$ cat config.mk
export PLATFORM = sky130hd
export DESIGN_NAME = vc_pop_scheduler
export DESIGN_NICKNAME = d
export VERILOG_FILES = /design/src/rtl/vc_sched_pkg.sv /design/src/rtl/vc_eligibility.sv /design/src/rtl/vc_pop_scheduler.sv
export SDC_FILE = /design/constraint.sdc
export NUM_CORES = 1
export LEC_CHECK = 0
export CAP_MARGIN = 20
export CORE_ASPECT_RATIO = 1.75
export CORE_UTILIZATION = 53
export DETAILED_ROUTE_END_ITERATION = 10
export GPL_TIMING_DRIVEN = 0
export HOLD_SLACK_MARGIN = 0.12
export PLACE_DENSITY_LB_ADDON = 0.25
export SETUP_SLACK_MARGIN = 0.1
export SYNTH_ARGS = -nofsm -noshare
export SYNTH_HDL_FRONTEND = slang
export SYNTH_SLANG_ARGS = --single-unit
$ cat constraint.sdc
create_clock -name clk -period 5.2 [get_ports clk]
set_clock_uncertainty 0.2 [all_clocks]
set_input_delay 0.78 -clock clk [delete_from_list [all_inputs] [get_ports clk]]
set_output_delay 0.78 -clock clk [all_outputs]
set_load 0.05 [all_outputs]
$ cat src/rtl/vc_sched_pkg.sv
// Shared definitions for the VC pop scheduler: FSM encoding, destination-bit index
// and the default weight.
package vc_sched_pkg;

  typedef enum logic [1:0] {
    StIdle   = 2'd0,
    StServe0 = 2'd1,
    StServe1 = 2'd2
  } sched_state_e;

  localparam int unsigned DefaultWeight = 1;

  function automatic int unsigned dest_bit(input int unsigned data_width);
    return data_width - 2;
  endfunction

endpackage

$ cat src/rtl/vc_eligibility.sv
// Per-VC eligibility: the head word may be popped when its FIFO is non-empty and the
// destination it selects is not almost full.
module vc_eligibility
  import vc_sched_pkg::*;
#(
  parameter int unsigned data_width = 6
) (
  input  logic                  empty,
  input  logic [data_width-1:0] head,
  input  logic                  almost_full_d0,
  input  logic                  almost_full_d1,
  output logic                  elig,
  output logic                  dest
);

  localparam int unsigned DestIdx = dest_bit(data_width);

  // Only the destination bit matters here; the rest of the word is carried by the top.
  logic unused_head;
  assign unused_head = ^head;

  assign dest = head[DestIdx];
  assign elig = !empty && !(dest ? almost_full_d1 : almost_full_d0);

endmodule

$ cat src/rtl/vc_pop_scheduler.sv
// Weighted round-robin pop scheduler from VC0/VC1 into D0/D1 with one-cycle registered push.
// Optional per-VC saturating pop counters are enabled by defining VC_SCHED_STATS_EN.
module vc_pop_scheduler
  import vc_sched_pkg::*;
#(
  parameter int unsigned data_width   = 6,
  parameter int unsigned weight_width = 4
) (
  input  logic                    clk,
  input  logic                    reset,
  input  logic                    init,
  input  logic [weight_width-1:0] weight_VC0,
  input  logic [weight_width-1:0] weight_VC1,
  input  logic                    empty_fifo_VC0,
  input  logic                    empty_fifo_VC1,
  input  logic [data_width-1:0]   data_out_VC0,
  input  logic [data_width-1:0]   data_out_VC1,
  input  logic                    almost_full_fifo_D0,
  input  logic                    almost_full_fifo_D1,
  output logic                    pop_VC0_fifo,
  output logic                    pop_VC1_fifo,
  output logic                    push_D0,
  output logic                    push_D1,
  output logic [data_width-1:0]   data_to_D,
  output logic                    grant_vc,
`ifdef VC_SCHED_STATS_EN
  output logic [7:0]              pop_count_VC0,
  output logic [7:0]              pop_count_VC1,
`endif
  output logic                    active_out
);

  localparam logic [weight_width-1:0] WeightOne = weight_width'(DefaultWeight);

  sched_state_e            state_q, state_d;
  logic [weight_width-1:0] cnt_q, cnt_d;
  logic [weight_width-1:0] w0_q, w0_d, w1_q, w1_d;

  logic elig0, elig1, dest0, dest1;
  logic pop0, pop1;
  logic take_own, take_other;
  logic serve1, own_elig, other_elig, exhausted;
  logic [weight_width-1:0] own_w;

  vc_eligibility #(
    .data_width(data_width)
  ) u_elig_vc0 (
    .empty         (empty_fifo_VC0),
    .head          (data_out_VC0),
    .almost_full_d0(almost_full_fifo_D0),
    .almost_full_d1(almost_full_fifo_D1),
    .elig          (elig0),
    .dest          (dest0)
  );

  vc_eligibility #(
    .data_width(data_width)
  ) u_elig_vc1 (
    .empty         (empty_fifo_VC1),
    .head          (data_out_VC1),
    .almost_full_d0(almost_full_fifo_D0),
    .almost_full_d1(almost_full_fifo_D1),
    .elig          (elig1),
    .dest          (dest1)
  );

  // "Own" is the VC currently being served, "other" the one we would switch to.
  assign serve1     = (state_q == StServe1);
  assign own_elig   = serve1 ? elig1 : elig0;
  assign other_elig = serve1 ? elig0 : elig1;
  assign own_w      = serve1 ? w1_q : w0_q;
  assign exhausted  = (cnt_q >= own_w);

  always_comb begin
    state_d    = state_q;
    cnt_d      = cnt_q;
    w0_d       = w0_q;
    w1_d       = w1_q;
    pop0       = 1'b0;
    pop1       = 1'b0;
    take_own   = 1'b0;
    take_other = 1'b0;
    unique case (state_q)
      StIdle: begin
        if (init) begin
          w0_d = (weight_VC0 == '0) ? WeightOne : weight_VC0;
          w1_d = (weight_VC1 == '0) ? WeightOne : weight_VC1;
        end else if (elig0) begin
          pop0    = 1'b1;
          state_d = StServe0;
          cnt_d   = WeightOne;
        end else if (elig1) begin
          pop1    = 1'b1;
          state_d = StServe1;
          cnt_d   = WeightOne;
        end
      end
      StServe0, StServe1: begin
        if (own_elig && !exhausted) begin
          take_own = 1'b1;
          cnt_d    = cnt_q + WeightOne;
        end else if (other_elig) begin
          take_other = 1'b1;
          state_d    = serve1 ? StServe0 : StServe1;
          cnt_d      = WeightOne;
        end else if (own_elig) begin
          // Quota spent but nobody else wants service: restart the burst.
          take_own = 1'b1;
          cnt_d    = WeightOne;
        end else begin
          state_d = StIdle;
          cnt_d   = '0;
        end
        pop0 = serve1 ? take_other : take_own;
        pop1 = serve1 ? take_own : take_other;
      end
      default: begin
        state_d = StIdle;
        cnt_d   = '0;
      end
    endcase
  end

  assign pop_VC0_fifo = pop0 && !reset;
  assign pop_VC1_fifo = pop1 && !reset;

  always_ff @(posedge clk or posedge reset) begin
    if (reset) begin
      state_q    <= StIdle;
      cnt_q      <= '0;
      w0_q       <= WeightOne;
      w1_q       <= WeightOne;
      push_D0    <= 1'b0;
      push_D1    <= 1'b0;
      data_to_D  <= '0;
      grant_vc   <= 1'b0;
      active_out <= 1'b0;
    end else begin
      state_q    <= state_d;
      cnt_q      <= cnt_d;
      w0_q       <= w0_d;
      w1_q       <= w1_d;
      push_D0    <= (pop0 && !dest0) || (pop1 && !dest1);
      push_D1    <= (pop0 && dest0) || (pop1 && dest1);
      active_out <= (state_d != StIdle);
      if (pop0) begin
        data_to_D <= data_out_VC0;
        grant_vc  <= 1'b0;
      end else if (pop1) begin
        data_to_D <= data_out_VC1;
        grant_vc  <= 1'b1;
      end
    end
  end

`ifdef VC_SCHED_STATS_EN
  always_ff @(posedge clk or posedge reset) begin
    if (reset) begin
      pop_count_VC0 <= 8'd0;
      pop_count_VC1 <= 8'd0;
    end else if (state_q == StIdle && init) begin
      pop_count_VC0 <= 8'd0;
      pop_count_VC1 <= 8'd0;
    end else begin
      if (pop0 && pop_count_VC0 != 8'hFF) pop_count_VC0 <= pop_count_VC0 + 8'd1;
      if (pop1 && pop_count_VC1 != 8'hFF) pop_count_VC1 <= pop_count_VC1 + 8'd1;
    end
  end
`endif

endmodule

==> metrics.md <==
| Metric | Value |
|---|---|
| Most common library cell in the layout ignoring fill and taps | `clkdlybuf4s50_1` |
| Endpoint, Worst Hold | `cnt_q[3]` |
| Number of antenna violations at the first check in global routing | `0` |
| Actual slew at the worst max-slew pin | `897.9 ps` |
| Outcome | `finished clean` |
| Post-Syn Instances | `156` |
| First-iteration detailed-routing DRC count | `48` |
| Required time of the critical path | `4220 ps` |
| Count of unique library cells instantiated by Yosys | `44` |
| Setup TNS | `0 ps` |
| Worst setup margin | `517.2 ps` |
| Largest net degree at the start of global routing | `25` |
| Clk slew on worst S/H paths | `80 ps` |
| Areal power density over the cells | `544.1 nW/um^2` |
| Layout fillers | `213` |
| Area of the core region | `2753 um^2` |
| Commonest non-fill, non-tap cells in the layout | `clkdlybuf4s50_1, dfrtp_1, nor2_1` |
| WHS Path Cells | `1` |
| Area of the die | `3198 um^2` |
| Initial cell density of the core | `57.14%` |
| H-tree level count | `1` |
| Worst IR Drop VDD | `0.0003914 V` |
| Seq/Total Area, Yosys | `38.35%` |
| Share of layout cells above drive strength 1 | `15.23%` |
| DR WL/cell | `16.24 um` |
| Avg Cell Area, Syn | `10.08 um^2` |
| CP max FO | `10` |
| First drt pass iteration count | `4` |
| Antenna-violating nets left | `0` |
| Total power consumption of the routed design | `1107 uW` |
| Clock root buffer | `clkbuf_8` |
| Number of max-cap violations | `0` |
| Rel. slew slack | `40.07%` |
| Total routing usage reported by global routing | `25.81%` |
| Final worst path period share | `90.05%` |
| Die X | `43.18 um` |
| Worst endpoint data arrival time | `3700 ps` |
| Clk Latency, worst-skew pair | `260 ps` |
| RD Place Congestion | `0.8668` |
| Clock tree sinks | `24` |
| Placement Setup Slack | `558.6 ps` |
| Crit Reg-Reg Startpoint | `state_q[0]` |
| Yosys warning count | `0` |
| Number of buffers between clock root and the deepest sink | `2` |
| Leak pwr | `0.0008890 uW` |
| Startpoint type of the worst setup path | `register` |
| Number of setup violations in the final report | `0` |
| Unrepaired setup endpoints after global routing | `no` |
| Area after detailed placement | `1977 um^2` |
| Via-to-Cell Ratio | `6.156` |
| TritonCTS clock tree | `done` |
| Maximum clock rate | `0.2135 GHz` |
| Register bit total from synthesis | `24` |
| Post-route design area | `2034 um^2` |
| Via count of the routed design | `1379` |
| Gr ovfl total | `0` |
| Number of top-level pins | `39` |
| Worst R2R Setup Slack | `1500 ps` |
| Number of port buffers | `37` |
| Kind of path behind the tightest hold check | `register to register` |
| Min Clock Period, post-route | `4683 ps` |
| Total DRC errors in the routed layout | `0` |
| Synthesized area | `1573 um^2` |
| Count of antenna diodes in the layout | `0` |
| NumNets Final | `233` |
| Post-Synthesis Net Count | `191` |
| Endpoint type of the worst setup path | `output port` |
| Number of global-route vias before repair | `1426` |
| HPWL reported at the end of detailed placement | `2810 um` |
| Start-to-end type of the worst setup path | `register to output port` |
| Area growth, synth to finish | `29.36%` |
| Worst Hold Launch | `cnt_q[3]` |
| Final Hold Fails | `0` |
| Count of standard-cell rows | `25` |
| Worst R2R End | `data_to_D[2]` |
| Y dimension of the die | `74.06 um` |
| Wire length of the first global-routing pass | `6285 um` |
| Length in cells of the worst reg-to-reg path | `11` |
| Max-slew violation count | `0` |
| CTS Buf Count | `3` |
| Wire length reported by the detailed router | `3638 um` |
| Hold buffers post-CTS | `0` |
area by class of cell:
class / count / area, um^2 / share of cell area [%]
Buffer: 2 / 15.01 / 0.7380
Multi-Input combinational cell: 122 / 924.6 / 45.45
Timing Repair Buffer: 37 / 372.9 / 18.33
Sequential cell: 24 / 603.1 / 29.64
Inverter: 8 / 30.03 / 1.476
Clock buffer: 4 / 55.05 / 2.706
Tap cell: 27 / 33.78 / 1.661
Yosys cell counts (all sizes together):
cell type,instances,share of area [%]
a21oi,3,0.95
a21o,2,0.95
o21ai,10,3.2
nand3b,1,0.48
nor4,2,0.80
nor2,16,5.0
nand3,5,1.9
buf,1,0.72
o31ai,2,0.95
nor2b,4,1.6
ha,8,6.4
o2111ai,1,0.56
a2111oi,1,0.64
o221ai,1,0.56
mux2i,5,3.2
a22o,2,1.3
nand2,10,2.4
and2b,1,0.56
o211ai,1,0.48
o31a,1,0.56
mux2,19,14
nand2b,6,2.4
dfstp,2,3.3
o21bai,3,1.4
o22ai,1,0.40
a31oi,2,0.80
a221oi,1,0.56
o21a,2,0.95
nand4,1,0.40
dfrtp,22,35
or2,1,0.56
nor3b,2,0.95
clkbuf,1,0.24
nor3,7,3.3
a311o,1,0.64
inv,8,1.9
worst max-delay path, cell delays in order, from the launching register on:
cell and delay (ps):
dfrtp_1 440, inv_1 120, ha_1 190, clkbuf_1 420
mux2_2 400, ha_1 270, nor2b_1 150, o21a_1 210
o2111ai_1 200, a31oi_1 220, clkdlybuf4s50_1 820
worst max path at each step:
| stage | slack [ps] | startpoint | to | depth (start not counted) |
|---|---|---|---|---|
| 2_1_floorplan | 380 | state_q[0] | pop_VC0_fifo | 10 |
| 3_3_place_gp | 620 | state_q[0] | pop_VC0_fifo | 11 |
| 3_5_place_dp | 560 | state_q[0] | pop_VC0_fifo | 11 |
| 4_1_cts | 250 | state_q[0] | pop_VC0_fifo | 11 |
| 5_1_grt | 330 | state_q[0] | pop_VC1_fifo | 10 |
| 6_report | 520 | state_q[0] | pop_VC1_fifo | 10 |
cells by family after synthesis:
group	Yosys count	share of synthesized area, %
simple gates	56	20.29
compound gates	34	14.88
mux	24	17.26
flops	24	38.35
buf+inv	10	2.864
fa+ha+maj	8	6.365
repair_timing:
action,4_1_cts,5_1_grt
hold endpoints to repair,0,0
setup buffers,0,0
resized for setup,0,1
endpoints found under the setup margin,0,1
power by group:
group,switching (uW),leakage (uW),internal [uW]
Clock,56.8,0.0000288,67.5
Sequential,50.7,0.000292,271
Combinational,393,0.000568,268
Total,501,0.000889,606
registers in the layout (all words and copies together), names as in the netlist:
signal and count:
cnt_q 4, grant_vc 1, push_D1 1, state_q 2
w0_q 4, data_to_D 6, active_out 1, push_D0 1
w1_q 4
routing by layer:
| layer | part of all wire, % | GRT usage (%) |
|---|---|---|
| met1 | 36 | 27.40 |
| met2 | 58 | 50.08 |
| met3 | 3.0 | 2.427 |
| met4 | 2.3 | 10.77 |
| met5 | 0 | 0 |
through the flow:
stage	utilization (%)	std cells	hold slack, ps
2_1_floorplan	-	156	251.7
3_3_place_gp	71.82	220	265.1
3_5_place_dp	71.82	220	292.3
4_1_cts	73.82	224	305.9
5_1_grt	73.91	224	335.1
6_report	73.91	224	306.8
Note: power is estimated with default switching activity, not from simulation.
